--- src/rtl/lock_controller.sv ---
`default_nettype none
// ============================================================================
// Module   : lock_controller
// Brief    : Digit-entry state machine for the digital lock: code compare,
//            failed-attempt lockout and new-code programming while unlocked.
// Revision : 1.0 - initial release
// ============================================================================
module lock_controller #(
    parameter int                         CODE_LENGTH    = 4,
    parameter int                         MAX_ATTEMPTS   = 3,
    parameter int                         LOCKOUT_CYCLES = 50_000_000,
    parameter logic [2*CODE_LENGTH-1:0]   DEFAULT_CODE   = 8'hE4
) (
    input  logic       clock,
    input  logic       reset,
    input  logic [3:0] buttonEdge,
    output logic       locked,
    output logic       unlocked,
    output logic       lockout,
    output logic       error,
    output logic [2:0] digitCount
);

    localparam int                  c_LOCK_W    = (LOCKOUT_CYCLES > 1) ? $clog2(LOCKOUT_CYCLES) : 1;
    localparam logic [c_LOCK_W-1:0] c_LOCK_LOAD = c_LOCK_W'(LOCKOUT_CYCLES - 1);
    localparam logic [2:0]          c_CODE_LEN  = 3'(CODE_LENGTH);
    localparam logic [3:0]          c_MAX_ATT   = 4'(MAX_ATTEMPTS);

    localparam logic [2:0] S_LOCKED   = 3'd0;
    localparam logic [2:0] S_ENTRY    = 3'd1;
    localparam logic [2:0] S_UNLOCKED = 3'd2;
    localparam logic [2:0] S_NEW_CODE = 3'd3;
    localparam logic [2:0] S_LOCKOUT  = 3'd4;

    logic [2:0]               r_state,    w_state_nx;
    logic [3:0]               r_fail,     w_fail_nx;
    logic                     r_mis,      w_mis_nx;
    logic [2:0]               r_cnt,      w_cnt_nx;
    logic [2*CODE_LENGTH-1:0] r_code,     w_code_nx;
    logic [2*CODE_LENGTH-1:0] r_shadow,   w_shadow_nx;
    logic [c_LOCK_W-1:0]      r_lock_cnt, w_lock_cnt_nx;
    logic                     w_error_nx;
    logic                     r_locked, r_unlocked, r_lockout, r_error;

    logic                     w_press, w_valid, w_multi, w_mis_new;
    logic [1:0]               w_index, w_stored;
    logic [2:0]               w_cnt_inc;
    logic [3:0]               w_fail_inc;
    logic [2*CODE_LENGTH-1:0] w_shadow_ins;

    always_comb begin
        w_press    = |buttonEdge;
        w_valid    = w_press && ((buttonEdge & (buttonEdge - 4'd1)) == 4'd0);
        w_multi    = w_press && !w_valid;
        w_cnt_inc  = r_cnt + 3'd1;
        w_fail_inc = r_fail + 4'd1;
        case (buttonEdge)
            4'b0010: w_index = 2'd1;
            4'b0100: w_index = 2'd2;
            4'b1000: w_index = 2'd3;
            default: w_index = 2'd0;
        endcase
        // Constant-index loops avoid variable part-selects on the code words
        w_stored     = 2'd0;
        w_shadow_ins = r_shadow;
        for (int i = 0; i < CODE_LENGTH; i++) begin
            if (r_cnt == 3'(i)) begin
                w_stored              = r_code[2*i +: 2];
                w_shadow_ins[2*i +: 2] = w_index;
            end
        end
        w_mis_new = r_mis || w_multi || (w_index != w_stored);
    end

    always_comb begin
        w_state_nx    = r_state;
        w_fail_nx     = r_fail;
        w_mis_nx      = r_mis;
        w_cnt_nx      = r_cnt;
        w_code_nx     = r_code;
        w_shadow_nx   = r_shadow;
        w_lock_cnt_nx = r_lock_cnt;
        w_error_nx    = 1'b0;
        case (r_state)
            S_LOCKED, S_ENTRY: begin
                if (w_press) begin
                    if (w_cnt_inc == c_CODE_LEN) begin
                        w_cnt_nx = 3'd0;
                        w_mis_nx = 1'b0;
                        if (!w_mis_new) begin
                            w_state_nx = S_UNLOCKED;
                            w_fail_nx  = 4'd0;
                        end else begin
                            w_error_nx = 1'b1;
                            w_fail_nx  = w_fail_inc;
                            if (w_fail_inc == c_MAX_ATT) begin
                                w_state_nx    = S_LOCKOUT;
                                w_lock_cnt_nx = c_LOCK_LOAD;
                            end else begin
                                w_state_nx = S_LOCKED;
                            end
                        end
                    end else begin
                        w_cnt_nx   = w_cnt_inc;
                        w_mis_nx   = w_mis_new;
                        w_state_nx = S_ENTRY;
                    end
                end
            end
            S_LOCKOUT: begin
                if (r_lock_cnt == '0) begin
                    w_state_nx = S_LOCKED;
                    w_fail_nx  = 4'd0;
                end else begin
                    w_lock_cnt_nx = r_lock_cnt - 1'b1;
                end
            end
            S_UNLOCKED: begin
                if (w_valid && buttonEdge[0]) begin
                    w_state_nx = S_LOCKED;
                end else if (w_valid && buttonEdge[3]) begin
                    w_state_nx  = S_NEW_CODE;
                    w_shadow_nx = '0;
                    w_cnt_nx    = 3'd0;
                end
            end
            S_NEW_CODE: begin
                if (w_multi) begin
                    w_error_nx  = 1'b1;
                    w_shadow_nx = '0;
                    w_cnt_nx    = 3'd0;
                    w_state_nx  = S_UNLOCKED;
                end else if (w_valid) begin
                    if (w_cnt_inc == c_CODE_LEN) begin
                        w_code_nx   = w_shadow_ins;
                        w_shadow_nx = '0;
                        w_cnt_nx    = 3'd0;
                        w_state_nx  = S_UNLOCKED;
                    end else begin
                        w_shadow_nx = w_shadow_ins;
                        w_cnt_nx    = w_cnt_inc;
                    end
                end
            end
            default: w_state_nx = S_LOCKED;
        endcase
    end

    always_ff @(posedge clock) begin
        if (reset) begin
            r_state    <= S_LOCKED;
            r_fail     <= 4'd0;
            r_mis      <= 1'b0;
            r_cnt      <= 3'd0;
            r_code     <= DEFAULT_CODE;
            r_shadow   <= '0;
            r_lock_cnt <= '0;
            r_error    <= 1'b0;
            r_locked   <= 1'b1;
            r_unlocked <= 1'b0;
            r_lockout  <= 1'b0;
        end else begin
            r_state    <= w_state_nx;
            r_fail     <= w_fail_nx;
            r_mis      <= w_mis_nx;
            r_cnt      <= w_cnt_nx;
            r_code     <= w_code_nx;
            r_shadow   <= w_shadow_nx;
            r_lock_cnt <= w_lock_cnt_nx;
            r_error    <= w_error_nx;
            r_locked   <= (w_state_nx == S_LOCKED) || (w_state_nx == S_ENTRY) ||
                          (w_state_nx == S_LOCKOUT);
            r_unlocked <= (w_state_nx == S_UNLOCKED) || (w_state_nx == S_NEW_CODE);
            r_lockout  <= (w_state_nx == S_LOCKOUT);
        end
    end

    assign locked     = r_locked;
    assign unlocked   = r_unlocked;
    assign lockout    = r_lockout;
    assign error      = r_error;
    assign digitCount = r_cnt;

endmodule
`default_nettype wire
--- config.mk ---
export PLATFORM = sky130hd
export DESIGN_NAME = lock_controller
export DESIGN_NICKNAME = d
export VERILOG_FILES = /design/src/rtl/lock_controller.sv
export SDC_FILE = /design/constraint.sdc
export NUM_CORES = 1
export LEC_CHECK = 0
export CORE_MARGIN = 3
export CORE_UTILIZATION = 65
export CTS_CLUSTER_SIZE = 12
export DETAILED_ROUTE_END_ITERATION = 16
export GPL_TIMING_DRIVEN = 0
export PLACE_DENSITY = 0.89
export SLEW_MARGIN = 5
export SYNTH_ARGS = -nofsm -noshare
export SYNTH_HDL_FRONTEND = slang
export SYNTH_SLANG_ARGS = --single-unit
export TNS_END_PERCENT = 1
--- constraint.sdc ---
create_clock -name clock -period 8.6 [get_ports clock]
set_input_delay 0.86 -clock clock [delete_from_list [all_inputs] [get_ports clock]]
set_output_delay 0.86 -clock clock [all_outputs]
set_load 0.05 [all_outputs]
==> metrics.txt, run 1 <==
die area=5700 sq um; slowest CP cell=clkdlybuf4s50_1; share of synthesized registers carrying an async set or reset=0; largest net degree at the start of global routing=11; top cells by area, synth=dfxtp_1, nor2_1, a21oi_1, ha_1, or3_1; Slew @ Worst Pin=0.826 ns; Routed WL per cell=16.9 um; worst-path fanout max=10; Crit path arrival time=approximately 3.6 ns; share of cells above drive strength 1=0.101; Slew Limit Fails=0; Synth Register Bits=57; final wirelength=roughly 7.5 mm; kind of critical path=input pin to flop; Hold Crit Class=flop to flop; CTS tree=yes; Top FF cell, synth=dfxtp_1; Leakage=1.32 nW; clock sink total=57; die extent in x=75.5 um; dpl cells=431; row count=24; min Tclk post-route=about 3.3 ns; Critical Path Source Type=input pin; Unique masters post-synth=59; CP max stage delay=0.62 ns; clk_skew=0.00855 ns; Iter 0 DRT Violations=215; Layout fillers=300; fmax=0.299 GHz; total grt overflow=0; sum of negative setup slack=0 ns; CP cell instances=clkdlybuf4s50_1 > or3_1 > buf_2 > nor2_1 > nor3_1 > a2bb2oi_2 > and2_1 > clkbuf_1 > a21oi_1 > a311oi_1; Detailed Place HPWL=roughly 5.4 mm; RSZ-0062 raised after global routing=no; final setup fails=0; Root Driver=clkbuf_8; via/cell ratio=6.63; worst skew pair latency=approximately 0.34 ns; DR vias=2964; I/O Pins=13; Die Span Y=75.5 um; initial antenna violation count=0; core area=between 4000 and 5000 sq um; Max-cap violations=0; Tcrit/Tclk final=0.389; Hold Vio Cnt, Final=0; 1st-pass router iterations=5; Total GRT Usage=0.290; first-pass GRT wire length=around 12 mm; Mapped Cells=370; Setup WS post-layout=approximately 5.3 ns; Seq/Total Area, Yosys=0.364; Post-Layout Cell Count=447; status=finished clean; WP data required=8.85 ns; Slew HR=0.445; vias in the first global route=2608; dpl ws=slightly below 5 ns; Avg Cell Area, Syn=8.48 sq um; Synth Warn #=0; post_cts resized=0; RePlAce Congestion=a little under 0.9; power per cell area=183 nW/um^2; post-CTS setup buffers=0; CTS H-tree depth=3; peak supply drop=0.167 mV; Mapped Area=3140 sq um; Initial Utilization=0.697; diode count=0; layout net count=about 400; EDFF count, synth=0; Synth area leader=dfxtp_1; Net Count, Synth=386; synthesis-to-layout area growth=12.7%; post-route total power=648 uW; post-synth top area share=0.364; CP Capture Type=flop; Final ANT Viol Nets=0; Residual DRC=0; cts hold-fix bufs=0; Port Buf Inserts=9; Worst-path clk slew=0.06 ns; CTS buffer count=9; Clock Tree Buf Depth=2
==> Yosys cell counts (all sizes together) (8+ instances only) <==
cell    number
a311oi       8
nand2       19
nor3        15
or4         12
clkbuf      11
dfxtp       57
o21ai       14
nor4         8
ha          10
or3         20
nand3       10
inv         13
a31oi       11
a22oi        9
nand2b       8
a21oi       26
nor2        42
==> where the power goes <==
part	internal, mW	total, mW	switching (mW)	leakage, nW
sequential	0.267	0.271	0.00446	0.460
clock	0.200	0.308	0.108	0.120
combinational	0.0256	0.0679	0.0423	0.738
==> critical path: cells and delay by family <==
| family | cells | cell delay [ns] |
|---|---|---|
| buffers and inverters | 3 | 1.12 |
| AND/OR/NAND/NOR | 4 | 0.92 |
| AO/OA/AOI/OAI | 3 | 0.68 |
==> sequential cells by signal, summed over array words and instances (netlist names) <==
register / cells
r_lock_cnt: 26
r_fail: 4
error: 1
digitCount: 3
unlocked: 1
r_mis: 1
r_state: 3
locked: 1
r_shadow: 8
r_code: 8
lockout: 1
==> cells in the final DEF, fill, tap and decap left out, types with 7 or more instances in the layout <==
cell type,synthesis,final
nand2_1,18,18
ha_1,10,10
clkbuf_1,11,12
nand2b_1,8,8
or3_1,17,17
nor4_1,7,7
clkbuf_8,0,10
or4_1,10,10
inv_1,12,12
mux2i_1,7,7
nor3_1,13,13
a31oi_1,10,10
a21oi_1,26,26
a22oi_1,9,9
clkdlybuf4s50_1,0,9
dfxtp_1,57,57
a211oi_1,7,7
nor2_1,42,42
nor2b_1,7,7
nand3_1,10,10
o21ai_0,14,14
a311oi_1,8,8
==> stage by stage <==
step                 util  cell area [sq um]  hold WS [ns]
floorplan               -               3140         0.432
global placement    0.731               3290         0.441
detailed placement  0.731               3290         0.449
CTS                 0.785               3540         0.458
global route        0.785               3540         0.486
finish              0.785               3540         0.457
==> layer usage <==
metal / share of wire / vias to the layer above / track usage
li1: - / 1427 / -
met1: 0.45 / 1424 / 0.378
met2: 0.47 / 98 / 0.438
met3: 0.063 / 15 / 0.113
met4: 0.016 / 0 / 0.103
met5: 0 / - / 0
==> final timing paths <==
check	startpoint	endpoint	slack (ns)	depth (start not counted)
max	buttonEdge[0]	r_lock_cnt[6]$_SDFFE_PP0P_	5.26	10
min	r_mis$_SDFFE_PP0P_	r_mis$_SDFFE_PP0P_	0.46	2
max reg2reg	digitCount[0]$_SDFFE_PP0P_	r_lock_cnt[4]$_SDFFE_PP0P_	5.51	12
min reg2reg	r_mis$_SDFFE_PP0P_	r_mis$_SDFFE_PP0P_	0.46	2
==> layout make-up <==
class                      instances  area, sq um  share of cell area
clock inverter                     5          103              0.0290
clock buffer                      11          141              0.0400
buffer                            17         71.3              0.0202
timing repair buffer               9         90.1              0.0255
multi-input combinational        283         1880               0.531
tap                               52         65.1              0.0184
inverter                          13         48.8              0.0138
sequential                        57         1140               0.323
==> cells by family after synthesis <==
| logic type | Yosys count | synth area share |
|---|---|---|
| AND/OR/NAND/NOR | 155 | 0.281 |
| XOR/XNOR | 5 | 0.0140 |
| flip-flops | 57 | 0.364 |
| adder cells (fa/ha/maj) | 11 | 0.0431 |
| AO/OA/AOI/OAI | 105 | 0.238 |
| multiplexers | 7 | 0.0223 |
| buffers and inverters | 30 | 0.0383 |
(Power assumes the default switching activity.)
==> inputs of run 2 (changes only) <==
CORE_UTILIZATION = 55   (was 65)
PLACE_DENSITY = 0.8   (was 0.89)
clock period = 3.03 ns   (was 8.6 ns; I/O delays follow)
==> run 2 against run 1 <==
  * Setup slack got worse by 5.1 ns
  * Cell area fell by 0.18%
  * Clock skew rose by 0.0039 ns
  * Non-clock buffer count stayed put
  * Routed wire length fell by 2.9%
  * Power grew to 2.6 times the previous value
  * Core utilization fell by 12 points
  * Critical path type is now flop to flop
  * Largest cell class unchanged
  * Largest power group is now sequential cells
==> metrics.txt, run 2 (same netlist as run 1, synthesis figures left out) <==
die area=6650 sq um; Critical Path Source Type=flop; diode count=0; Worst R2R End=r_lock_cnt[14]$_SDFFE_PP0P_; Met2 Wirelength=3.39 mm; worst skew pair latency=0.34 ns; DR vias=2903; Final ANT Viol Nets=0; CTS buffer count=9; Slew HR=0.381; I/O Pins=13; status=finished clean; Detailed Place HPWL=5.22 mm; Routed WL per cell=roughly 16 um; total grt overflow=0; min Tclk post-route=2.88 ns; Hold Vio Cnt, Final=0; Reg2Reg Setup Slack=around 0.15 ns; Worst-path clk slew=0.07 ns; largest net degree at the start of global routing=11; most common cell after layout, fill and taps aside=dfxtp_1; row count=26; met3 wire len=432 um; max reg flops=26; die extent in x=81.5 um; Crit path arrival time=3.14 ns; power per cell area=476 nW/um^2; RePlAce Congestion=around 0.86; Core Util, Final=0.666; WP data required=3.29 ns; 1st-pass router iterations=4; Residual DRC=0; Die Span Y=81.5 um; Initial Utilization=0.592; Tcrit/Tclk final=0.951; share of cells above drive strength 1=0.116; fmax=~0.35 GHz; dpl cells=about 450; Setup crit start=digitCount[0]$_SDFFE_PP0P_; via/cell ratio=6.24; clock sink total=57; final setup fails=0; initial antenna violation count=0; worst setup path end=r_lock_cnt[14]$_SDFFE_PP0P_; worst-path fanout max=10; layout net count=406; Iter 0 DRT Violations=212; Root Driver=clkbuf_8; synthesis-to-layout area growth=12.5%; core area=5300 sq um; Clock Tree Buf Depth=2; Top Metal Used=met4; first-pass GRT wire length=12.8 mm; Slew @ Worst Pin=0.922 ns; final wirelength=7.33 mm; peak supply drop=between 0.3 and 0.4 mV; Post-Layout Cell Count=between 400 and 500; cells on worst reg2reg path=10; Max-cap violations=0; CTS tree=yes; wl on met1=3.43 mm; Final Cell Area=3530 sq um; RR Startpoint=digitCount[0]$_SDFFE_PP0P_; CP Capture Type=flop; clk_skew=0.0125 ns; Top reg by flops=r_lock_cnt; Largest regs=r_lock_cnt x26, r_code x8, r_shadow x8; vias in the first global route=2818; Leakage=about 1.3 nW; Total GRT Usage=0.249; Hold Crit Class=input pin to flop; placed cell area=roughly 3300 sq um; most frequent cells in the layout=dfxtp_1, nor2_1, a21oi_1; CTS H-tree depth=3; Port Buf Inserts=9; Slew Limit Fails=0; kind of critical path=flop to flop
[run 2: what timing repair did]
item / 4_1_cts / 5_1_grt
buffers inserted: 0 / 1
hold buffers: 0 / 0
gates resized for setup: 0 / 6
setup endpoints to repair: 0 / 28
[run 2: routing by layer]
layer	up-vias	GRT usage
li1	1427	-
met1	1381	0.323
met2	85	0.405
met3	10	0.0658
met4	0	0.0743
met5	-	0
[run 2: worst min-delay path by stage]
| stage | startpoint | endpoint | slack (ns) | cells after the start |
|---|---|---|---|---|
| floorplan | r_mis$_SDFFE_PP0P_ | r_mis$_SDFFE_PP0P_ | 0.43 | 2 |
| global placement | r_mis$_SDFFE_PP0P_ | r_mis$_SDFFE_PP0P_ | 0.44 | 2 |
| detailed placement | r_code[7]$_SDFFE_PP1P_ | r_code[7]$_SDFFE_PP1P_ | 0.45 | 1 |
| CTS | buttonEdge[3] | r_state[0]$_SDFF_PP0_ | 0.37 | 4 |
| global route | buttonEdge[3] | r_state[0]$_SDFF_PP0_ | 0.41 | 4 |
| finish | buttonEdge[3] | r_state[0]$_SDFF_PP0_ | 0.38 | 4 |
[run 2: per-stage QoR]
step / power (mW) / setup WS [ns] / hold slack (ns) / TNS, ns
detailed placement: 0.976 / -0.0557 / 0.450 / -0.0970
finish: 1.68 / 0.148 / 0.381 / 0
CTS: 1.68 / 0.00951 / 0.373 / 0
global placement: 0.971 / -0.00852 / 0.441 / -0.00852
global route: 1.74 / -0.0303 / 0.412 / -0.0560
floorplan: 0.928 / 0.0544 / 0.432 / 0
[run 2: layout make-up]
cell class              count  area [sq um]
well taps                  70          87.6
flip-flops and latches     57          1140
clock inverters             5          55.1
fillers                   432          1770
multi-input cells         283          1890
plain buffers              16          68.8
repair buffers             10          97.6
inverters                  13          48.8
clock buffers              11           141
[run 2: where the power goes]
| group | internal, mW | total, mW | switching (mW) |
|---|---|---|---|
| Sequential | 0.757 | 0.770 | 0.0130 |
| Combinational | 0.0760 | 0.196 | 0.120 |
| Clock | 0.399 | 0.714 | 0.315 |
| Total | 1.23 | 1.68 | 0.448 |
[run 2: critical path: stages, from the launching register on]
cell       delay, ns
dfxtp_1         0.38
ha_1            0.23
ha_2            0.23
or2_1           0.27
a211o_1         0.27
and3b_1         0.22
o2111ai_2       0.25
nand2_1         0.09
buf_2           0.18
or4_1           0.51
a31oi_1         0.17
